$ cat src/rtl/turn_signal_conditioner.sv
// Turn-stalk front end: synchronises and debounces both switches, paces sequencer
// frames with step_en, and arbitrates mutually exclusive left/right requests.
module turn_signal_conditioner #(
    parameter int DEBOUNCE_CYCLES = 16,
    parameter int STEP_CYCLES     = 8,
    parameter int SEQ_STEPS       = 5
) (
    input  logic clk,
    input  logic reset,
    input  logic left_sw,
    input  logic right_sw,
    output logic step_en,
    output logic left,
    output logic right,
    output logic left_db,
    output logic right_db,
    output logic conflict
);

    localparam int DBW  = $clog2(DEBOUNCE_CYCLES);
    localparam int DIVW = $clog2(STEP_CYCLES);
    localparam int SCW  = $clog2(SEQ_STEPS);

    typedef enum logic [1:0] {
        IDLE    = 2'd0,
        GRANT_L = 2'd1,
        GRANT_R = 2'd2
    } state_t;

    // Channel index 0 is the left switch, 1 is the right switch.
    logic [1:0]          sync1_q;
    logic [1:0]          sync2_q;
    logic [1:0][DBW-1:0] dbcnt_q;
    logic [1:0][DBW-1:0] dbcnt_d;
    logic [1:0]          db_q;
    logic [1:0]          db_d;

    logic [DIVW-1:0]     div_q;
    logic [DIVW-1:0]     div_d;
    logic                step_w;

    state_t              state_q;
    state_t              state_d;
    logic [SCW-1:0]      scnt_q;
    logic [SCW-1:0]      scnt_d;
    logic                left_q;
    logic                right_q;
    logic                conflict_q;

    logic                want_l;
    logic                want_r;
    logic                seq_last;

    always_ff @(posedge clk or negedge reset) begin
        if (!reset) begin
            sync1_q <= '0;
            sync2_q <= '0;
        end else begin
            sync1_q <= {right_sw, left_sw};
            sync2_q <= sync1_q;
        end
    end

    // A change must survive DEBOUNCE_CYCLES consecutive sampled cycles to be accepted.
    always_comb begin
        dbcnt_d = '0;
        db_d    = db_q;
        for (int unsigned i = 0; i < 2; i++) begin
            if (sync2_q[i] != db_q[i]) begin
                if (dbcnt_q[i] == DBW'(DEBOUNCE_CYCLES - 1)) begin
                    db_d[i] = sync2_q[i];
                end else begin
                    dbcnt_d[i] = dbcnt_q[i] + DBW'(1);
                end
            end
        end
    end

    always_ff @(posedge clk or negedge reset) begin
        if (!reset) begin
            dbcnt_q <= '0;
            db_q    <= '0;
        end else begin
            dbcnt_q <= dbcnt_d;
            db_q    <= db_d;
        end
    end

    assign step_w = (div_q == DIVW'(STEP_CYCLES - 1));

    always_comb begin
        div_d = div_q + DIVW'(1);
        if (step_w) begin
            div_d = '0;
        end
    end

    always_ff @(posedge clk or negedge reset) begin
        if (!reset) begin
            div_q <= '0;
        end else begin
            div_q <= div_d;
        end
    end

    assign want_l   = db_q[0] & ~db_q[1];
    assign want_r   = db_q[1] & ~db_q[0];
    assign seq_last = (scnt_q == SCW'(SEQ_STEPS - 1));

    // Grants are only reconsidered at a sequence boundary, so a reversal always passes through IDLE.
    always_comb begin
        state_d = state_q;
        scnt_d  = scnt_q;
        if (step_w) begin
            case (state_q)
                IDLE: begin
                    if (want_l) begin
                        state_d = GRANT_L;
                        scnt_d  = '0;
                    end else if (want_r) begin
                        state_d = GRANT_R;
                        scnt_d  = '0;
                    end
                end
                GRANT_L: begin
                    if (!seq_last) begin
                        scnt_d = scnt_q + SCW'(1);
                    end else if (want_l) begin
                        scnt_d = '0;
                    end else begin
                        state_d = IDLE;
                        scnt_d  = '0;
                    end
                end
                GRANT_R: begin
                    if (!seq_last) begin
                        scnt_d = scnt_q + SCW'(1);
                    end else if (want_r) begin
                        scnt_d = '0;
                    end else begin
                        state_d = IDLE;
                        scnt_d  = '0;
                    end
                end
                default: begin
                    state_d = IDLE;
                    scnt_d  = '0;
                end
            endcase
        end
    end

    always_ff @(posedge clk or negedge reset) begin
        if (!reset) begin
            state_q    <= IDLE;
            scnt_q     <= '0;
            left_q     <= 1'b0;
            right_q    <= 1'b0;
            conflict_q <= 1'b0;
        end else begin
            state_q    <= state_d;
            scnt_q     <= scnt_d;
            left_q     <= (state_d == GRANT_L);
            right_q    <= (state_d == GRANT_R);
            conflict_q <= db_q[0] & db_q[1];
        end
    end

    assign step_en  = step_w;
    assign left     = left_q;
    assign right    = right_q;
    assign left_db  = db_q[0];
    assign right_db = db_q[1];
    assign conflict = conflict_q;

endmodule

$ cat config.mk
export PLATFORM = sky130hd
export DESIGN_NAME = turn_signal_conditioner
export DESIGN_NICKNAME = d
export VERILOG_FILES = /design/src/rtl/turn_signal_conditioner.sv
export SDC_FILE = /design/constraint.sdc
export NUM_CORES = 1
export LEC_CHECK = 0
export ABC_AREA = 1
export CORE_AREA = 2 2 72 60
export CTS_BUF_LIST = sky130_fd_sc_hd__clkbuf_8
export CTS_CLUSTER_SIZE = 24
export DETAILED_ROUTE_END_ITERATION = 10
export DIE_AREA = 0 0 74 62
export GPL_TIMING_DRIVEN = 0
export HOLD_SLACK_MARGIN = 0.02
export SETUP_SLACK_MARGIN = 0.4
export SLEW_MARGIN = 20
export SYNTH_ARGS = -nofsm -noshare
export SYNTH_HDL_FRONTEND = slang
export SYNTH_SLANG_ARGS = --single-unit
$ cat constraint.sdc
create_clock -name clk -period 3.9 [get_ports clk]
set_clock_uncertainty 0.1 [all_clocks]
set_input_delay 0.78 -clock clk [delete_from_list [all_inputs] [get_ports clk]]
set_output_delay 0.78 -clock clk [all_outputs]
set_load 0.02 [all_outputs]
==> metrics.csv, run 1 <==
metric;value;unit
Post-Route WL;1937;um
die footprint;4588;um^2
synthesized instance count;119;
starting density of the core;30.37;%
CTS tree;yes;
CP bufs+invs;1;
final net count;151;
# setup viols final;0;
share of the synthesized area in the top cell type;51.92;%
Top Metal Used;met4;
num rows;21;
vias in the first global route;776;
drt first pass iters;4;
Area growth, synth to finish;16.82;%
Yosys top cell by area;dfrtp_1;
share of layout cells above drive strength 1;12.12;%
Slowest cell on crit path;clkdlybuf4s50_1;
Max-Cap Viols;0;
crit-path cells;ha_1, ha_1, clkdlybuf4s50_1;
CTS hold repair buffers;0;
initial antenna violation count;0;
Util after Layout;35.48;%
Post-synth ARST share;100.0;%
IO buf count;9;
largest net degree at the start of global routing;26;
setup_tns;0;ps
die height;62;um
Post-CTS Resized;0;
number of flops mapped to enable cells by yosys;0;
DP HPWL;1515;um
Fmax;0.3909;GHz
DRC Markers;0;
sequential-to-total area share from yosys stat;51.92;%
worst path required time;3020;ps
Pleak;0.6873;nW
die width;74;um
synthesized area;1205;um^2
Yosys cell types;18;
min cycle time layout;2558;ps
WHS Endpoint;sync2_q[1]$_DFF_PN0_;
crit-path max FO;5;
R2R depth;5;
unrepaired setup endpoints after global routing;false;
Arrival @ worst endpoint;1680;ps
Avg Inst Size Synth;10.13;um^2
Max Slew Vio Count;0;
detailed-route wire length on metal 1;882;um
wire length on met3;81;um
Vias;827;
Hold Path Class;reg -> reg;
r2r endpoint;scnt_q[0]$_DFFE_PN0P_;
worst slew pin tran;540.7;ps
gr usage total;9.239;%
Avg WL per Cell;10.25;um
slowest stage delay, CP;650;ps
first-pass GRT wire length;3284;um
TritonCTS Sinks;25;
vias per cell;4.376;
hold depth;0;
worst r2r src;state_q[1]$_DFF_PN0_;
CTS Buf Count;3;
status;finished, final reports clean;
total power divided by cell area;312.8;nW/um^2
CTS Buffer Depth;2;
peak supply drop;0.0002177;V
drt initial violations;24;
count leader, synth;dfrtp_1;
crit path kind;reg -> out;
Ys Warns;0;
worst skew pair latency;260;ps
synth top area cells;dfrtp_1, ha_1, nor2_1, nand2_1, inv_1;
setup slack after layout;1342;ps
pre-CTS WS;1636;ps
routability congestion estimate;0.8755;
Synth Register Bits;25;
IO Count;10;
Root Buffer Master;clkbuf_8;
ant diodes;0;
Post-CTS Setup Bufs;0;
Top FF cell, synth;dfrtp_1;
Worst-path clk slew;80;ps
Core Region;3968;um^2
grt total ovfl;0;
Antenna Nets Post-Route;0;
max_slew headroom;63.95;%
top cells by count, synth;dfrtp_1, nor2_1, nand2_1, ha_1, inv_1;
wire length on met2;948;um
r2r setup slk;2340;ps
H-tree levels;1;
Setup crit end kind;output port;
final worst path period share;65.60;%
hold_ws;258.1;ps
syn_nets;137;
CP dominant cell by count;ha_1;
crit path launch type;flop;
hold path startpoint;sync1_q[1]$_DFF_PN0_;
Final Hold Fails;0;
total power;0.4403;mW
Top Family by Delay on Critical Path;buffers and inverters;
worst max-delay path by stage:
stage / from / end / slack [ps] / depth (start not counted)
after floorplan: div_q[0]$_DFF_PN0_ / step_en / 2190 / 2
after global placement: div_q[0]$_DFF_PN0_ / step_en / 1660 / 3
after detailed placement: div_q[0]$_DFF_PN0_ / step_en / 1640 / 3
after CTS: div_q[0]$_DFF_PN0_ / step_en / 1330 / 3
after global routing: div_q[0]$_DFF_PN0_ / step_en / 1240 / 3
final: div_q[0]$_DFF_PN0_ / step_en / 1340 / 3
cells in the final DEF, fill, tap and decap left out, drive strengths merged:
master / synthesis / layout
a21oi: 5 / 5
buf: 0 / 1
clkbuf: 0 / 3
clkdlybuf4s50: 0 / 8
clkinv: 1 / 2
dfrtp: 25 / 25
ha: 14 / 14
inv: 14 / 14
mux2i: 1 / 1
nand2: 18 / 18
nand3: 12 / 12
nor2: 19 / 19
o21ai: 2 / 2
o22ai: 1 / 1
xnor2: 5 / 5
xor2: 2 / 2
metal layers:
layer	vias up	global-route usage (%)
met5	-	0
met4	0	1.558
met3	6	3.387
met2	24	16.07
met1	393	11.30
li1	404	-
kinds of logic (layout without fill, tap and decap cells):
| logic type | count (synthesis) | count (layout) | synth area share, % |
|---|---|---|---|
| multiplexers | 1 | 1 | 0.8308 |
| flip-flops | 25 | 25 | 51.92 |
| XOR/XNOR | 7 | 7 | 5.088 |
| AO/OA/AOI/OAI | 8 | 8 | 4.050 |
| AND/OR/NAND/NOR | 49 | 49 | 18.80 |
| adder cells (fa/ha/maj) | 14 | 14 | 14.54 |
| buffers and inverters | 15 | 28 | 4.776 |
report_power, final:
part           switching, mW  internal, mW  leakage, nW
sequential           0.00527         0.266        0.331
combinational         0.0124       0.00872        0.331
clock                 0.0763        0.0713       0.0255
total                 0.0939         0.346        0.687
flip-flops by register name, summed over array words and instances (netlist names):
| name | flops |
|---|---|
| state_q | 2 |
| div_q | 3 |
| sync2_q | 2 |
| conflict | 1 |
| scnt_q | 3 |
| sync1_q | 2 |
| dbcnt_q | 8 |
| db_q | 2 |
| right | 1 |
| left | 1 |
stage by stage:
stage,cell area [um^2],std cells
floorplan,1205,119
global placement,1366,185
detailed placement,1366,185
CTS,1413,189
global route,1408,189
finish,1408,189
layout make-up:
cell class	instances	area (um^2)
Fill cell	399	2560
Sequential cell	25	625.6
Multi-Input combinational cell	79	521.8
Timing Repair Buffer	9	85.08
Tap cell	57	71.32
Inverter	15	57.56
Clock buffer	3	41.29
Clock inverter	1	5.005
Power figures use the tool's default switching activity.
==> run 2: changes to the inputs <==
clock period = 2.2 ns   (was 3.9 ns; I/O delays follow)
==> run 2 against run 1 <==
Worst hold slack worse by 210 ps. Via count unchanged. Flip-flop and latch count did not move. Combinational power grew 77%. Sequential power rose by 77%. Register-to-register slack got worse by 1700 ps. Die area did not move. Core utilization is 0.19 points higher. Global-route usage unchanged. Non-clock buffer count is the same. Critical endpoint unchanged. Highest routed layer unchanged.
==> metrics.csv, run 2 (synthesis gave the netlist of run 1 again) <==
metric;value;unit;change
CTS Buffer Depth;2;;unchanged
Vias;827;;unchanged
sw power;0.1665;mW;was 0.09394 mW
top flop regs;dbcnt_q x8, div_q x3, scnt_q x3;;unchanged
slowest stage delay, CP;400;ps;was 650 ps
initial antenna violation count;0;;unchanged
detailed-route wire length on metal 1;879;um;was 882 um
most frequent cells in the layout;dfrtp_1, nor2_1, nand2_1;;unchanged
Worst-path clk slew;80;ps;about the same
H-tree levels;1;;unchanged
crit-path max FO;5;;unchanged
routability congestion estimate;0.8755;;unchanged
num rows;21;;unchanged
DRC Markers;0;;unchanged
Post-CTS Setup Bufs;0;;unchanged
vias per cell;4.376;;unchanged
worst path required time;1660;ps;was 3020 ps
wire length on met3;81;um;unchanged
first-pass GRT wire length;3284;um;unchanged
Final Hold Fails;0;;unchanged
status;finished, final reports clean;;unchanged
Avg WL per Cell;10.24;um;was 10.25 um
DP HPWL;1515;um;unchanged
drt first pass iters;4;;unchanged
Root Buffer Master;clkbuf_8;;unchanged
ant diodes;0;;unchanged
Arrival @ worst endpoint;1190;ps;was 1680 ps
die width;74;um;unchanged
Core Region;3968;um^2;unchanged
crit-path cells;ha_2, ha_4, buf_2;;was ha_1, ha_1, clkdlybuf4s50_1
Fmax;0.5772;GHz;
grt total ovfl;0;;unchanged
Logic pwr share;4.8;%;about the same
final net count;151;;unchanged
Hold Path Class;in -> async;;was reg -> reg
gr usage total;9.239;%;unchanged
Antenna Nets Post-Route;0;;unchanged
Area growth, synth to finish;17.45;%;was 16.82%
largest net degree at the start of global routing;26;;unchanged
Setup crit end kind;output port;;unchanged
crit path kind;reg -> out;;unchanged
Max-Cap Viols;0;;unchanged
share of layout cells above drive strength 1;14.39;%;was 12.12%
IO buf count;9;;unchanged
Slowest cell on crit path;dfrtp_1;;was clkdlybuf4s50_1
total power divided by cell area;551.5;nW/um^2;was 312.8 nW/um^2
Sw Share;21.34;%;about the same
most common cell after layout, fill and taps aside;dfrtp_1;;unchanged
unrepaired setup endpoints after global routing;false;;unchanged
CTS tree;yes;;unchanged
peak supply drop;0.0003860;V;was 0.0002177 V
die footprint;4588;um^2;unchanged
drt initial violations;23;;was 24
CTS hold repair buffers;0;;unchanged
die height;62;um;unchanged
fill count;399;;unchanged
final worst path period share;78.76;%;
worst slew pin tran;541.0;ps;was 540.7 ps
r2r setup slk;640;ps;was 2340 ps
starting density of the core;30.37;%;unchanged
Top Metal Used;met4;;unchanged
max FFs per register;8;;unchanged
Post-Route WL;1935;um;was 1937 um
# setup viols final;0;;unchanged
wire length on met2;949;um;was 948 um
crit path launch type;flop;;unchanged
vias in the first global route;776;;unchanged
setup_tns;0;ps;unchanged
CTS Buf Count;3;;unchanged
IO Count;10;;unchanged
largest register by flop count;dbcnt_q;;unchanged
clock share of power;33.5;%;about the same
Util after Layout;35.67;%;was 35.48%
internal power;0.6140;mW;was 0.3464 mW
Pleak;0.6951;nW;was 0.6873 nW
max_slew headroom;63.93;%;was 63.95%
TritonCTS Sinks;25;;unchanged
worst skew pair latency;260;ps;about the same
Max Slew Vio Count;0;;unchanged
Seq pwr share;61.7;%;about the same
min cycle time layout;1733;ps;
total power;0.7805;mW;was 0.4403 mW
==> run 2: power by group through the flow <==
stage / Sequential (mW) / Clock [mW] / Combinational, mW
5_1_grt: 0.483 / 0.285 / 0.0449
2_1_floorplan: 0.489 / 0 / 0.0204
3_3_place_gp: 0.489 / 0 / 0.0378
6_report: 0.481 / 0.262 / 0.0373
4_1_cts: 0.482 / 0.271 / 0.0396
3_5_place_dp: 0.491 / 0 / 0.0393
==> run 2: layout make-up <==
type | count | area, um^2 | area share, %
flip-flops and latches | 25 | 625.6 | 44.21
clock buffers | 3 | 41.29 | 2.918
well taps | 57 | 71.32 | 5.040
inverters | 15 | 57.56 | 4.067
repair buffers | 9 | 77.57 | 5.482
multi-input cells | 79 | 536.8 | 37.93
clock inverters | 1 | 5.005 | 0.3537
==> run 2: worst paths after layout <==
kind	startpoint	to	depth (start not counted)
max	div_q[0]$_DFF_PN0_	step_en	3
min	reset	dbcnt_q[4]$_DFF_PN0_	1
max reg2reg	state_q[1]$_DFF_PN0_	scnt_q[0]$_DFFE_PN0P_	5
min reg2reg	sync1_q[1]$_DFF_PN0_	sync2_q[1]$_DFF_PN0_	0
max in group asynchronous	reset	sync1_q[0]$_DFF_PN0_	1
min in group clk	sync1_q[1]$_DFF_PN0_	sync2_q[1]$_DFF_PN0_	0
==> run 2: critical path, delay by kind of cell, from the launching register on <==
kind                     cells  cell delay [ps]
buffers and inverters        1              160
flip-flops                   1              400
adder cells (fa/ha/maj)      2              370
==> run 2: per-layer routing <==
metal  GRT usage [%]  vias up
met2           16.07       24
met3           3.387        6
li1                -      404
met1           11.30      393
met5               0        -
met4           1.558        0
==> run 2: timing repair <==
item / CTS / global route
resized for setup: 6 / 3
gates cloned: 0 / 0
setup endpoints to repair: 3 / 1
==> run 2: per-stage QoR <==
step / std cells / worst slack (ps) / hold slack [ps] / instance area [um^2]
after floorplan: 119 / 695.9 / 44.41 / 1205
after global placement: 185 / 296.2 / 234.3 / 1366
after detailed placement: 185 / 275.7 / 241.8 / 1366
after CTS: 189 / 359.5 / 261.3 / 1405
after global routing: 189 / 419.2 / 86.19 / 1415
final: 189 / 467.3 / 51.25 / 1415
==> run 3: changes to the inputs <==
clock period = 1.4 ns   (was 2.2 ns; I/O delays follow)
==> run 3 against run 2 <==
The flow now finishes with violations (negative setup slack). First-iteration DRC count is 57% higher. Global-route usage rose by 1.9 points. Total power increased by 62%. Combinational power grew to 2.7 times the previous value. Count of clock-buffer cells in the layout stayed put. Sequential power up 59%. Via count up 10%. Core utilization is 12 points higher. Non-clock buffer count up 23. Design area increased by 35%. Critical path depth unchanged.
==> metrics.csv, run 3 (synthesis gave the netlist of run 1 again) <==
metric;value;unit;change
CTS Buf Count;3;;unchanged
grt total ovfl;0;;unchanged
worst path required time;1020;ps;was 1660 ps
share of layout cells above drive strength 1;62.58;%;was 14.39%
IO Count;10;;unchanged
Fmax;0.6705;GHz;
pre-CTS WS;-439.2;ps;was 275.7 ps
Max-Cap Viols;0;;unchanged
CTS Buffer Depth;2;;unchanged
min cycle time layout;1491;ps;
Hold Path Class;in -> async;;unchanged
largest net degree at the start of global routing;26;;unchanged
max FFs per register;8;;unchanged
TritonCTS Sinks;25;;unchanged
status;complete, but fails checks;;was finished, final reports clean
Post-Route WL;2476;um;was 1935 um
gr usage total;11.10;%;was 9.239%
crit path launch type;flop;;unchanged
IO buf count;9;;unchanged
crit path kind;reg -> out;;unchanged
drt initial violations;36;;was 23
CP Launch Point;div_q[0]$_DFF_PN0_;;unchanged
peak supply drop;0.0002935;V;was 0.0003860 V
first-pass GRT wire length;3815;um;was 3284 um
routability congestion estimate;0.8689;;was 0.8755
most common cell after layout, fill and taps aside;dfrtp_1;;unchanged
die height;62;um;unchanged
starting density of the core;30.37;%;unchanged
unrepaired setup endpoints after global routing;true;;was false
most frequent cells in the layout;dfrtp_1, buf_6, buf_4;;was dfrtp_1, nor2_1, nand2_1
final net count;174;;was 151
Area growth, synth to finish;58.57;%;was 17.45%
total power;1.261;mW;was 0.7805 mW
DRC Markers;0;;unchanged
top flop regs;dbcnt_q x8, div_q x3, scnt_q x3;;unchanged
worst skew pair latency;260;ps;about the same
Worst-path clk slew;80;ps;about the same
ant diodes;0;;unchanged
Setup crit end kind;output port;;unchanged
setup slack after layout;-91.39;ps;was 467.3 ps
max_slew headroom;59.04;%;was 63.93%
Avg WL per Cell;11.68;um;was 10.24 um
Arrival @ worst endpoint;1110;ps;was 1190 ps
Root Buffer Master;clkbuf_8;;unchanged
hold_ws;13.74;ps;was 51.25 ps
Placed Cells;185;;unchanged
r2r setup slk;-70;ps;was 640 ps
crit-path max FO;3;;was 5
total power divided by cell area;660.0;nW/um^2;was 551.5 nW/um^2
Max Slew Vio Count;0;;unchanged
vias in the first global route;861;;was 776
CTS tree;yes;;unchanged
Antenna Nets Post-Route;0;;unchanged
final worst path period share;106.5;%;
die footprint;4588;um^2;unchanged
worst slew pin tran;614.4;ps;was 541.0 ps
failing checks;negative setup slack;;
die width;74;um;unchanged
Vias;910;;was 827
Util after Layout;48.16;%;was 35.67%
largest register by flop count;dbcnt_q;;unchanged
Final Hold Fails;0;;unchanged
worst r2r src;db_q[1]$_DFFE_PN0P_;;was state_q[1]$_DFF_PN0_
initial antenna violation count;0;;unchanged
H-tree levels;1;;unchanged
drt first pass iters;2;;was 4
vias per cell;4.292;;was 4.376
num rows;21;;unchanged
# setup viols final;6;;was 0
DP HPWL;1601;um;was 1515 um
fill count;362;;was 399
Layout Cells excl Fill;212;;was 189
Pleak;0.8435;nW;was 0.6951 nW
Core Region;3968;um^2;unchanged
run 3: worst paths after layout:
| kind | to | cells past startpoint |
|---|---|---|
| max in group asynchronous | state_q[1]$_DFF_PN0_ | 1 |
| min | dbcnt_q[3]$_DFF_PN0_ | 1 |
| min in group clk | sync2_q[1]$_DFF_PN0_ | 0 |
| max reg2reg | right$_DFF_PN0_ | 7 |
| max | step_en | 3 |
| min reg2reg | sync2_q[1]$_DFF_PN0_ | 0 |
run 3: final cells by class:
| class | count | area, um^2 | area share (%) |
|---|---|---|---|
| clock inverters | 1 | 3.754 | 0.1965 |
| flip-flops and latches | 25 | 629.4 | 32.94 |
| well taps | 57 | 71.32 | 3.733 |
| inverters | 15 | 63.81 | 3.340 |
| clock buffers | 3 | 41.29 | 2.161 |
| multi-input cells | 79 | 792.0 | 41.45 |
| repair buffers | 32 | 309.0 | 16.18 |
run 3: metal layers:
metal	global-route usage (%)	wire length, um	vias to the layer above
met5	0	0	-
met3	2.903	60	2
met2	20.03	1400	10
met1	13.25	1000	449
met4	3.117	14	0
li1	-	-	449
run 3: where the power goes:
group	total [mW]	internal, mW	switching [mW]	leakage [nW]
clock network	0.398	0.196	0.202	0.0269
logic	0.0996	0.0509	0.0487	0.491
registers	0.764	0.742	0.0217	0.326
run 3: per-stage QoR:
step,TNS (ps),area [um^2]
after global placement,-7491,1436
after global routing,-1017,1911
final,-323.7,1911
after detailed placement,-9682,1436
after CTS,-202.3,1692
after floorplan,0,1275
run 3: worst max-delay path: stages (launching register included):
cell and delay (ps):
dfrtp_1 380, ha_2 190, ha_4 160, buf_6 120
run 3: what timing repair did:
item                                   4_1_cts  5_1_grt
endpoints found under the hold margin        0        0
resized for setup                           66       38
setup buffers                               12       11
hold buffers                                 0        0
setup endpoints to repair                   50       26
pin swaps                                   11       12
